### src/rtl/vga_ctrl_pkg.sv
// Shared definitions for the VGA control path.
//   state_e         : command decoder FSM encoding
//   READ_CODE_DEF   : data nibble that denotes a register read
//   ERR_BYTE_DEF    : response byte returned on bus timeout
//   TIMEOUT_DEF     : default bus timeout in cycles
//   REG_*           : register-file address map
package vga_ctrl_pkg;

  typedef enum logic [1:0] {
    ST_IDLE  = 2'd0,
    ST_ISSUE = 2'd1,
    ST_RESP  = 2'd2,
    ST_ERR   = 2'd3
  } state_e;

  localparam int         TIMEOUT_DEF   = 16;
  localparam logic [3:0] READ_CODE_DEF = 4'hF;
  localparam logic [7:0] ERR_BYTE_DEF  = 8'hEE;

  // Register-file address map
  localparam logic [3:0] REG_RESOLUTION = 4'hD;

endpackage

### src/rtl/uart_cmd_decoder.sv
// UART command decoder: turns each received byte into one register-file bus
// transaction ({address, data} = rx byte; data == READ_CODE requests a read)
// and returns one response byte: read data, write echo, or ERR_BYTE when no
// register file acknowledges within TIMEOUT cycles.
// Ports:
//   clk, rst              clock, synchronous active-high reset
//   rx_data, rx_valid     received byte + one-cycle strobe
//   address, data, valid  bus request (valid is a level)
//   ack, rd_data, rd_valid bus acknowledge and read-back nibble
//   tx_data, tx_valid, tx_ready  response byte, held until accepted
//   busy                  high whenever the FSM is not idle
//   overrun               sticky: a byte arrived while busy and was dropped
module uart_cmd_decoder
  import vga_ctrl_pkg::*;
#(
  parameter int         TIMEOUT   = TIMEOUT_DEF,
  parameter logic [7:0] ERR_BYTE  = ERR_BYTE_DEF
) (
  input  logic       clk,
  input  logic       rst,
  input  logic [7:0] rx_data,
  input  logic       rx_valid,
  output logic [3:0] address,
  output logic [3:0] data,
  output logic       valid,
  input  logic       ack,
  input  logic [3:0] rd_data,
  input  logic       rd_valid,
  output logic [7:0] tx_data,
  output logic       tx_valid,
  input  logic       tx_ready,
  output logic       busy,
  output logic       overrun
);

  localparam int CW = (TIMEOUT > 2) ? $clog2(TIMEOUT) : 1;
  localparam logic [CW-1:0] CNT_LAST = CW'(TIMEOUT - 1);

  state_e        state_q, state_d;
  logic [CW-1:0] cnt_q, cnt_d;
  logic [3:0]    addr_q, addr_d;
  logic [3:0]    data_q, data_d;
  logic          valid_q, valid_d;
  logic [7:0]    tx_data_q, tx_data_d;
  logic          tx_valid_q, tx_valid_d;
  logic          busy_q, busy_d;
  logic          overrun_q, overrun_d;

  always_comb begin
    state_d    = state_q;
    cnt_d      = cnt_q;
    addr_d     = addr_q;
    data_d     = data_q;
    valid_d    = valid_q;
    tx_data_d  = tx_data_q;
    tx_valid_d = tx_valid_q;
    overrun_d  = overrun_q;

    // Single-entry front end: anything arriving while busy is lost.
    if (rx_valid && state_q != ST_IDLE) overrun_d = 1'b1;

    unique case (state_q)
      ST_IDLE: begin
        if (rx_valid) begin
          addr_d  = rx_data[7:4];
          data_d  = rx_data[3:0];
          valid_d = 1'b1;
          cnt_d   = '0;
          state_d = ST_ISSUE;
        end
      end
      ST_ISSUE: begin
        // ack takes priority over a timeout in the same cycle; rd_valid only
        // counts when qualified by ack.
        if (ack) begin
          valid_d    = 1'b0;
          tx_data_d  = rd_valid ? {addr_q, rd_data} : {addr_q, data_q};
          tx_valid_d = 1'b1;
          state_d    = ST_RESP;
        end else if (cnt_q == CNT_LAST) begin
          valid_d    = 1'b0;
          tx_data_d  = ERR_BYTE;
          tx_valid_d = 1'b1;
          state_d    = ST_ERR;
        end else begin
          cnt_d = cnt_q + 1'b1;
        end
      end
      ST_RESP, ST_ERR: begin
        if (tx_valid_q && tx_ready) begin
          tx_valid_d = 1'b0;
          state_d    = ST_IDLE;
        end
      end
      default: state_d = ST_IDLE;
    endcase

    busy_d = (state_d != ST_IDLE);
  end

  always_ff @(posedge clk) begin
    if (rst) begin
      state_q    <= ST_IDLE;
      cnt_q      <= '0;
      addr_q     <= '0;
      data_q     <= '0;
      valid_q    <= 1'b0;
      tx_data_q  <= '0;
      tx_valid_q <= 1'b0;
      busy_q     <= 1'b0;
      overrun_q  <= 1'b0;
    end else begin
      state_q    <= state_d;
      cnt_q      <= cnt_d;
      addr_q     <= addr_d;
      data_q     <= data_d;
      valid_q    <= valid_d;
      tx_data_q  <= tx_data_d;
      tx_valid_q <= tx_valid_d;
      busy_q     <= busy_d;
      overrun_q  <= overrun_d;
    end
  end

  assign address  = addr_q;
  assign data     = data_q;
  assign valid    = valid_q;
  assign tx_data  = tx_data_q;
  assign tx_valid = tx_valid_q;
  assign busy     = busy_q;
  assign overrun  = overrun_q;

endmodule
### config.mk
export PLATFORM = sky130hd
export DESIGN_NAME = uart_cmd_decoder
export DESIGN_NICKNAME = d
export VERILOG_FILES = /design/src/rtl/vga_ctrl_pkg.sv /design/src/rtl/uart_cmd_decoder.sv
export SDC_FILE = /design/constraint.sdc
export NUM_CORES = 1
export LEC_CHECK = 0
export ABC_AREA = 0
export CAP_MARGIN = 10
export CORE_ASPECT_RATIO = 0.75
export CORE_MARGIN = 4
export CORE_UTILIZATION = 35
export DETAILED_ROUTE_END_ITERATION = 8
export HOLD_SLACK_MARGIN = 0.1
export PLACE_DENSITY = 0.71
export REMOVE_ABC_BUFFERS = 1
export SLEW_MARGIN = 25
export SYNTH_ARGS = -nofsm -noshare
export SYNTH_HDL_FRONTEND = slang
export SYNTH_SLANG_ARGS = --single-unit
export TNS_END_PERCENT = 30
### constraint.sdc
create_clock -name clk -period 2.4 [get_ports clk]
set_input_delay 0.48 -clock clk [delete_from_list [all_inputs] [get_ports clk]]
set_output_delay 0.48 -clock clk [all_outputs]
set_load 0.005 [all_outputs]
# Word-level counts from Yosys, hierarchy flattened
# Cells that the tools add are included.
dict set report op_classes {
  n_shift 0
  reduce_logical 14
  add_sub_neg 1
  div_mod_pow 0
  mul 0
  n_eq_ne 9
  order_cmp 0
  bitwise_logic 0
  mux 20
}
# op count
set ops {}
lappend ops {{two-way mux 4 bit} 4}
lappend ops {{two-way mux 8 bit} 2}
lappend ops {{nonzero test 2 bit} 5}
lappend ops {{two-way mux 2 bit} 4}
lappend ops {{!= test 2 bit, second input constant} 4}
lappend ops {{one-hot mux 4 bit (2 select lines)} 1}
lappend ops {{two-way mux 1 bit} 6}
lappend ops {{one-hot mux 2 bit (3 select lines)} 1}
lappend ops {{AND reduction 3 bit} 2}
lappend ops {{adder 4 x 1 -> 4 bit, second input constant} 1}
lappend ops {{equality test 2 bit, second input constant} 2}
lappend ops {{equality test 4 bit, second input constant} 1}
lappend ops {{one-hot mux 1 bit (2 select lines)} 2}
lappend ops {{AND reduction 2 bit} 2}
lappend ops {{AND reduction 4 bit} 1}
lappend ops {{!= test 3 bit, second input constant} 1}
lappend ops {{equality test 2 x 1 -> 1 bit, second input constant} 1}
lappend ops {{logical AND 1 bit} 2}
lappend ops {{logical NOT 2 bit} 1}
lappend ops {{OR reduction 2 bit} 1}
dict set report totals {
  word_cells 53
  latch_bits 0
  ff_bits 26
  mem_count 0
  rom_bits 0
  ram_bits 0
}

# Depth between registers and ports, before layout
# Gate-level depths: netlist of the first run.
dict set report depth {
  ltp_word 5
  ltp_mapped 5
}

# Worst setup path after synthesis of the first run
# Ideal clock, no wire load.
dict set report synth_timing {
  path_type {register -> register}
  from {register cnt_q[0]}
  to {register cnt_q[3]}
  setup_ns 0.125
  t_required_ns 2.275
  period_less_slack_ns 1.440
  arrival_ns 1.315
  path_slack_ns 0.960
  stages_incl_launch_ff 6
  cell_sequence {dfxtp_1 -> ha_1 -> and3_1 -> a221o_1 -> o211ai_1 -> o31ai_1}
}
dict set report synth_between {
  elab_chain_cells 4
}
# item line
set synth_lines {}
lappend synth_lines {{from (decl)} uart_cmd_decoder.sv:40} ;# logic [CW-1:0] cnt_q, cnt_d;
lappend synth_lines {{from (signal assigned)} uart_cmd_decoder.sv:114} ;# cnt_q <= cnt_d;
lappend synth_lines {{adder 4 x 1 -> 4 bit} uart_cmd_decoder.sv:86} ;# cnt_d = cnt_q + 1'b1;
lappend synth_lines {{two-way mux 4 bit} uart_cmd_decoder.sv:80} ;# end else if (cnt_q == CNT_LAST) begin
lappend synth_lines {{two-way mux 4 bit} uart_cmd_decoder.sv:75} ;# if (ack) begin
lappend synth_lines {{one-hot mux 4 bit (2 select lines)} uart_cmd_decoder.sv:62} ;# unique case (state_q)
# Parallel ways exist; a longest one is shown, timed or not. The select of a mux whose other input is x is not followed.
# A chain may end at the register's enable or synchronous reset.

# Final worst setup path of the first run
dict set report layout_timing {
  from {input ack}
  to {register cnt_q[3]}
}
dict set report layout_between {
  elab_chain_cells 2
}
# item line
set layout_lines {}
lappend layout_lines {{from (decl)} uart_cmd_decoder.sv:26} ;# input logic ack,
lappend layout_lines {{!= test 2 bit (no line)} --}
lappend layout_lines {{AND reduction 4 bit (no line)} --}
# No other way between the ends.

==> results of run 1 <==
sequential cells by signal (all words and copies together), names as in the netlist:
signal and count:
state_q 2, tx_data 8, address 4, tx_valid 1, cnt_q 4, overrun 1
data 4, busy 1, valid 1
power breakdown:
group	switching [mW]	internal, mW
Clock	0.124	0.112
Combinational	0.0672	0.105
Sequential	0.0222	0.458
routing by layer:
layer  GRT usage [%]  vias up
met5               0        -
met4           3.217        0
met2           20.03       38
met1           16.70      413
li1                -      470
met3           5.596        5
worst min-delay path, delay by kind of cell, from the launching register on:
kind,cells,cell delay (ns)
compound gates,1,0.05
buf+inv,1,0.05
flops,1,0.32
synthesized netlist by cell type (2+ instances only):
cell type | instances | area [sq um]
mux2i_1 | 12 | 120.1
a21oi_1 | 6 | 30.03
nor3_1 | 4 | 20.02
dfxtp_1 | 26 | 520.5
buf_6 | 2 | 22.52
clkbuf_1 | 3 | 11.26
a22oi_1 | 3 | 22.52
nand2_1 | 4 | 15.01
o21ai_0 | 3 | 15.01
a211oi_1 | 4 | 30.03
nor2_1 | 24 | 90.09
cells by family after synthesis:
group	after synthesis	share of synthesized area (%)
multiplexers	13	12.31
adder cells (fa/ha/maj)	1	1.172
flip-flops	26	48.77
buffers and inverters	8	4.571
AO/OA/AOI/OAI	24	15.12
AND/OR/NAND/NOR	41	18.06
layout by cell type, fill, tap and decap left out, types with 3 or more instances in the layout:
cell type and count:
clkbuf_8 3, dfxtp_1 26, a211oi_1 4, buf_4 3
clkdlybuf4s50_1 37, a22oi_1 3, o21ai_0 3, nor2_1 24
a21oi_1 6, nor3_1 4, mux2i_1 12, nand2_1 4
final timing paths:
kind | start | slack (ns) | end | cells past startpoint
worst max-delay path | ack | 0.72 | cnt_q[3] | 5
worst min-delay path | overrun | 0.45 | overrun | 2
worst max register to register | cnt_q[0] | 0.86 | cnt_q[3] | 5
worst min register to register | overrun | 0.45 | overrun | 2
final cells by class:
type	instances	area (sq um)	share of cell area [%]
timing repair buffer	40	392.9	25.97
multi-input combinational	79	503.0	33.25
clock buffer	3	41.29	2.730
inverter	2	7.507	0.4963
sequential	26	520.5	34.41
tap	38	47.55	3.143
==> summary.txt, run 1 <==
Routing
  • Drt total wl: 2433 um
  • Final ANT Viol Nets: 0
  • Met3 wire length: 207 um
  • Max Used Layer: met4
  • Drt wl/cell: 12.94 um
  • Number of vias per cell: 4.926
  • TritonRoute pass-1 iters: 4
  • Met2 routed WL: 1064 um
  • 1st-iter DRT viols: 21
  • # DRC: 0
  • M1 WL: 1131 um
  • Via Count: 926

STA
  • Setup ws final: 0.7167 ns
  • Worst slew margin: 73.06%
  • Final setup fails: 0
  • Hold Vio Cnt, Final: 0
  • Fin Clk Skew: 0.001707 ns
  • Setup TNS: 0 ns
  • Share of the cycle needed by the critical path after routing: 70.14%
  • RSZ-0062 raised after global routing: no
  • Slew Limit Fails: 0
  • Worst hold slack: 0.4509 ns
  • Post-layout min period: 1.683 ns
  • FMAX: 594.1 MHz
  • Slew @ Worst Pin: 0.3985 ns

Clock tree
  • Root Buffer: clkbuf_8
  • CTS sink count: 26
  • CTS tree: done
  • H-tree lvl count: 1
  • Cts bufs inserted: 3
  • # resized after CTS: 0
  • Clock latency on the worst-skew pair: 0.27 ns
  • Register clock-pin slew on the reported worst setup and hold paths: 0.08 ns
  • Cts-stage hold buffer count: 0
  • Postcts setup bufs: 0
  • CTS Buffer Depth: 2

Final layout
  • ANT cells: 0
  • Area Overhead vs Synth: 41.73%
  • Non-filler cells, final: 188
  • Nets: 171
  • Util after Layout: 51.53%
  • Fillers: 275
  • Design Area, Final: 1513 sq um
  • Share of cells above drive strength 1: 6.667%

Critical path
  • WP data arrival: 1.84 ns
  • CP Data Required Time: 2.56 ns
  • Crit Path Class: input port to register
  • Worst path cell trace: clkdlybuf4s50_1, nand2b_1, a221o_1, o211ai_1, o31ai_1
  • CP Buf/Inv Count: 1
  • Worst setup SP type: input port
  • Critical path's top delay family: compound AO/OA/AOI/OAI gates
  • Slowest stage cell, crit path: clkdlybuf4s50_1
  • Worst setup EP type: register
  • Max incr delay on CP: 0.50 ns
  • CP Max Fanout: 7

Power
  • Static Leak: 0.5802 nW
  • Power per cell area: 587.8 nW/um^2
  • Pwr Total: 0.8891 mW
  • Maximum vdd drop: 0.3123 mV

Die
  • Die H: 55.82 um
  • Initial Util: 36.36%
  • Total core area: 2935 sq um
  • Die area: 4006 sq um
  • Die width: 71.77 um
  • Row Count: 17
  • I/O Pins: 38

Synth
  • Number of synthesized flops with an enable pin: 0
  • Synth Cell Area: 1067 sq um
  • Flops & latches, synth: 26
  • YS warnings: 0
  • Mapped Cells: 113
  • Netlist cell types: 33
  • Syn avg cell area: 9.445 sq um
  • Asr flop ratio synth: 0%
  • Register area share after synthesis: 48.77%
  • Top_reg_cell synth: dfxtp_1

Placed design
  • DP Cell Count: 185
  • Pre-CTS setup slack: 0.4341 ns
  • DP HPWL: 1870 um
  • Placed inst area: 1471 sq um
  • IO Port Bufs: 37
  • Placer congestion estimate: 0.7972

Flow run
  • Max cap viols: 0

Global routing
  • Vias in the first global route: 927
  • Initial antenna violation count: 0
  • Total Routing Usage GR: 13.02%
  • Largest net degree at the start of global routing: 24
  • Gr ovfl total: 0
  • First-pass GRT wire length: 4209 um

Min path
  • Worst min path class: register to register

Outcome
  • Status: finished clean
No activity file was read; power rests on OpenSTA's default activity.
==> run 2, diff against run 1 <==
==> constraint.sdc (replaced) <==
create_clock -name clk -period 1.65 [get_ports clk]
set_input_delay 0.33 -clock clk [delete_from_list [all_inputs] [get_ports clk]]
set_output_delay 0.33 -clock clk [all_outputs]
set_load 0.005 [all_outputs]
==> summary.txt, run 2 (same netlist as run 1, synthesis figures left out) <==
Outcome
  • Status: finished clean

Global routing
  • Gr ovfl total: 0 (unchanged)
  • Vias in the first global route: 958 (+3.3%)
  • Largest net degree at the start of global routing: 27 (+13%)
  • First-pass GRT wire length: 4229 um (+0.48%)
  • Initial antenna violation count: 0 (unchanged)
  • Total Routing Usage GR: 13.22% (+0.20 points)

Final layout
  • Area Overhead vs Synth: 47.48%
  • Nets: 174 (+1.8%)
  • Share of cells above drive strength 1: 9.091% (+2.4 points)
  • Most common cell after layout, fill and taps aside: clkdlybuf4s50_1
  • Most frequent cells in the layout: clkdlybuf4s50_1, dfxtp_1, nor2_1
  • Max FFs per register: 8 (unchanged)
  • ANT cells: 0 (unchanged)
  • Util after Layout: 53.62% (+2.1 points)

Min path
  • Hold EP: overrun
  • Hold_sp: overrun
  • Worst min path class: register to register
  • Hold depth: 2 (unchanged)

Placed design
  • Placer congestion estimate: 0.7564 (-5.1%)
  • Pre-CTS setup slack: -0.1326 ns (-0.5667 ns)
  • DP HPWL: 1805 um (-3.5%)
  • IO Port Bufs: 37 (unchanged)

Routing
  • Final ANT Viol Nets: 0 (unchanged)
  • Drt wl/cell: 12.72 um (-1.7%)
  • TritonRoute pass-1 iters: 4 (unchanged)
  • Via Count: 934 (+0.86%)
  • 1st-iter DRT viols: 65 (+210%)
  • Drt total wl: 2443 um (+0.41%)
  • # DRC: 0 (unchanged)
  • Number of vias per cell: 4.865 (-1.2%)

STA
  • Fin Clk Skew: 0.004589 ns (+0.002882 ns)
  • Hold Vio Cnt, Final: 0 (unchanged)
  • Slew @ Worst Pin: 0.3730 ns (-0.02550 ns)
  • FMAX: 645.3 MHz
  • RSZ-0062 raised after global routing: no
  • Final setup fails: 0 (unchanged)
  • Worst slew margin: 74.78% (+1.7 points)
  • Worst hold slack: 0.4593 ns (+0.008387 ns)
  • Share of the cycle needed by the critical path after routing: 93.91%
  • Setup TNS: 0 ns (unchanged)
  • Slew Limit Fails: 0 (unchanged)
  • Post-layout min period: 1.550 ns
  • Setup ws final: 0.1004 ns (-0.6162 ns)

Critical path
  • Max incr delay on CP: 0.35 ns (-0.15 ns)
  • Crit Path Class: register to register
  • CP Data Required Time: 1.81 ns (-0.75 ns)
  • Worst setup SP type: register
  • CP Max Fanout: 4 (-3)
  • R2R setup slack: 0.10 ns (-0.76 ns)
  • Worst setup EP type: register
  • Slowest stage cell, crit path: a221o_1
  • WP data arrival: 1.71 ns (-0.13 ns)
  • R2R depth: 5 (unchanged)
  • RR Endpoint: cnt_q[3]
  • Reg-to-reg critical path startpoint: cnt_q[0]
  • Worst path cell trace: ha_1, and3_1, a221o_1, o211ai_1, o31ai_1

Clock tree
  • Postcts setup bufs: 0 (unchanged)
  • H-tree lvl count: 1 (unchanged)
  • Cts bufs inserted: 3 (unchanged)
  • CTS sink count: 26 (unchanged)
  • Root Buffer: clkbuf_8
  • Register clock-pin slew on the reported worst setup and hold paths: 0.09 ns (about the same)
  • Clock latency on the worst-skew pair: 0.27 ns (about the same)
  • CTS tree: done
  • CTS Buffer Depth: 2 (unchanged)
  • Cts-stage hold buffer count: 0 (unchanged)
  • # resized after CTS: 0 (unchanged)

Die
  • Row Count: 17 (unchanged)
  • Die area: 4006 sq um (unchanged)
  • Die width: 71.77 um (unchanged)
  • Total core area: 2935 sq um (unchanged)
  • Initial Util: 36.36% (unchanged)
  • I/O Pins: 38 (unchanged)
  • Die H: 55.82 um (unchanged)

Power
  • Power per cell area: 872.2 nW/um^2 (+48%)
  • Maximum vdd drop: 0.4945 mV (+58%)
  • Pwr Total: 1.373 mW (+54%)
  • Static Leak: 0.6099 nW (+5.1%)

Flow run
  • Max cap viols: 0 (unchanged)
## run 2: worst max path at each step
stage          startpoint          to  slack (ns)  cells past startpoint
2_1_floorplan  state_q[0]  address[0]       -0.32                      3
3_3_place_gp     rx_valid    cnt_q[3]       -0.11                      5
3_5_place_dp     rx_valid    cnt_q[3]       -0.13                      5
4_1_cts          cnt_q[0]    cnt_q[3]        0.10                      5
5_1_grt          cnt_q[0]    cnt_q[0]       0.006                      5
6_report         cnt_q[0]    cnt_q[3]        0.10                      5
## run 2: layout make-up
cell class | count | area [sq um]
Clock buffer | 4 | 55.05
Fill cell | 264 | 1361
Inverter | 2 | 7.507
Multi-Input combinational cell | 79 | 503.0
Sequential cell | 26 | 520.5
Tap cell | 38 | 47.55
Timing Repair Buffer | 43 | 440.4
## run 2: layer usage
layer / up-vias / track usage (%) / routed length [um]
li1: 482 / - / -
met1: 417 / 16.65 / 1160
met2: 31 / 20.94 / 1088
met3: 4 / 5.415 / 173
met4: 0 / 3.217 / 21
met5: - / 0 / 0
## run 2: worst max-delay path: cells and delay by family (launching register included)
kind	cells	cell delay, ns
AO/OA/AOI/OAI	3	0.63
flip-flops	1	0.34
AND/OR/NAND/NOR	1	0.24
adder cells (fa/ha/maj)	1	0.23
## run 2: per-stage QoR
stage	cell area [sq um]	instances
after floorplan	1026	107
after global placement	1519	188
after detailed placement	1519	188
after CTS	1574	192
after global routing	1574	192
final	1574	192
## run 2: power by group
part	leakage, nW	switching (mW)	internal, mW
clock network	0.0288	0.194	0.213
registers	0.213	0.0327	0.666
logic	0.368	0.100	0.167
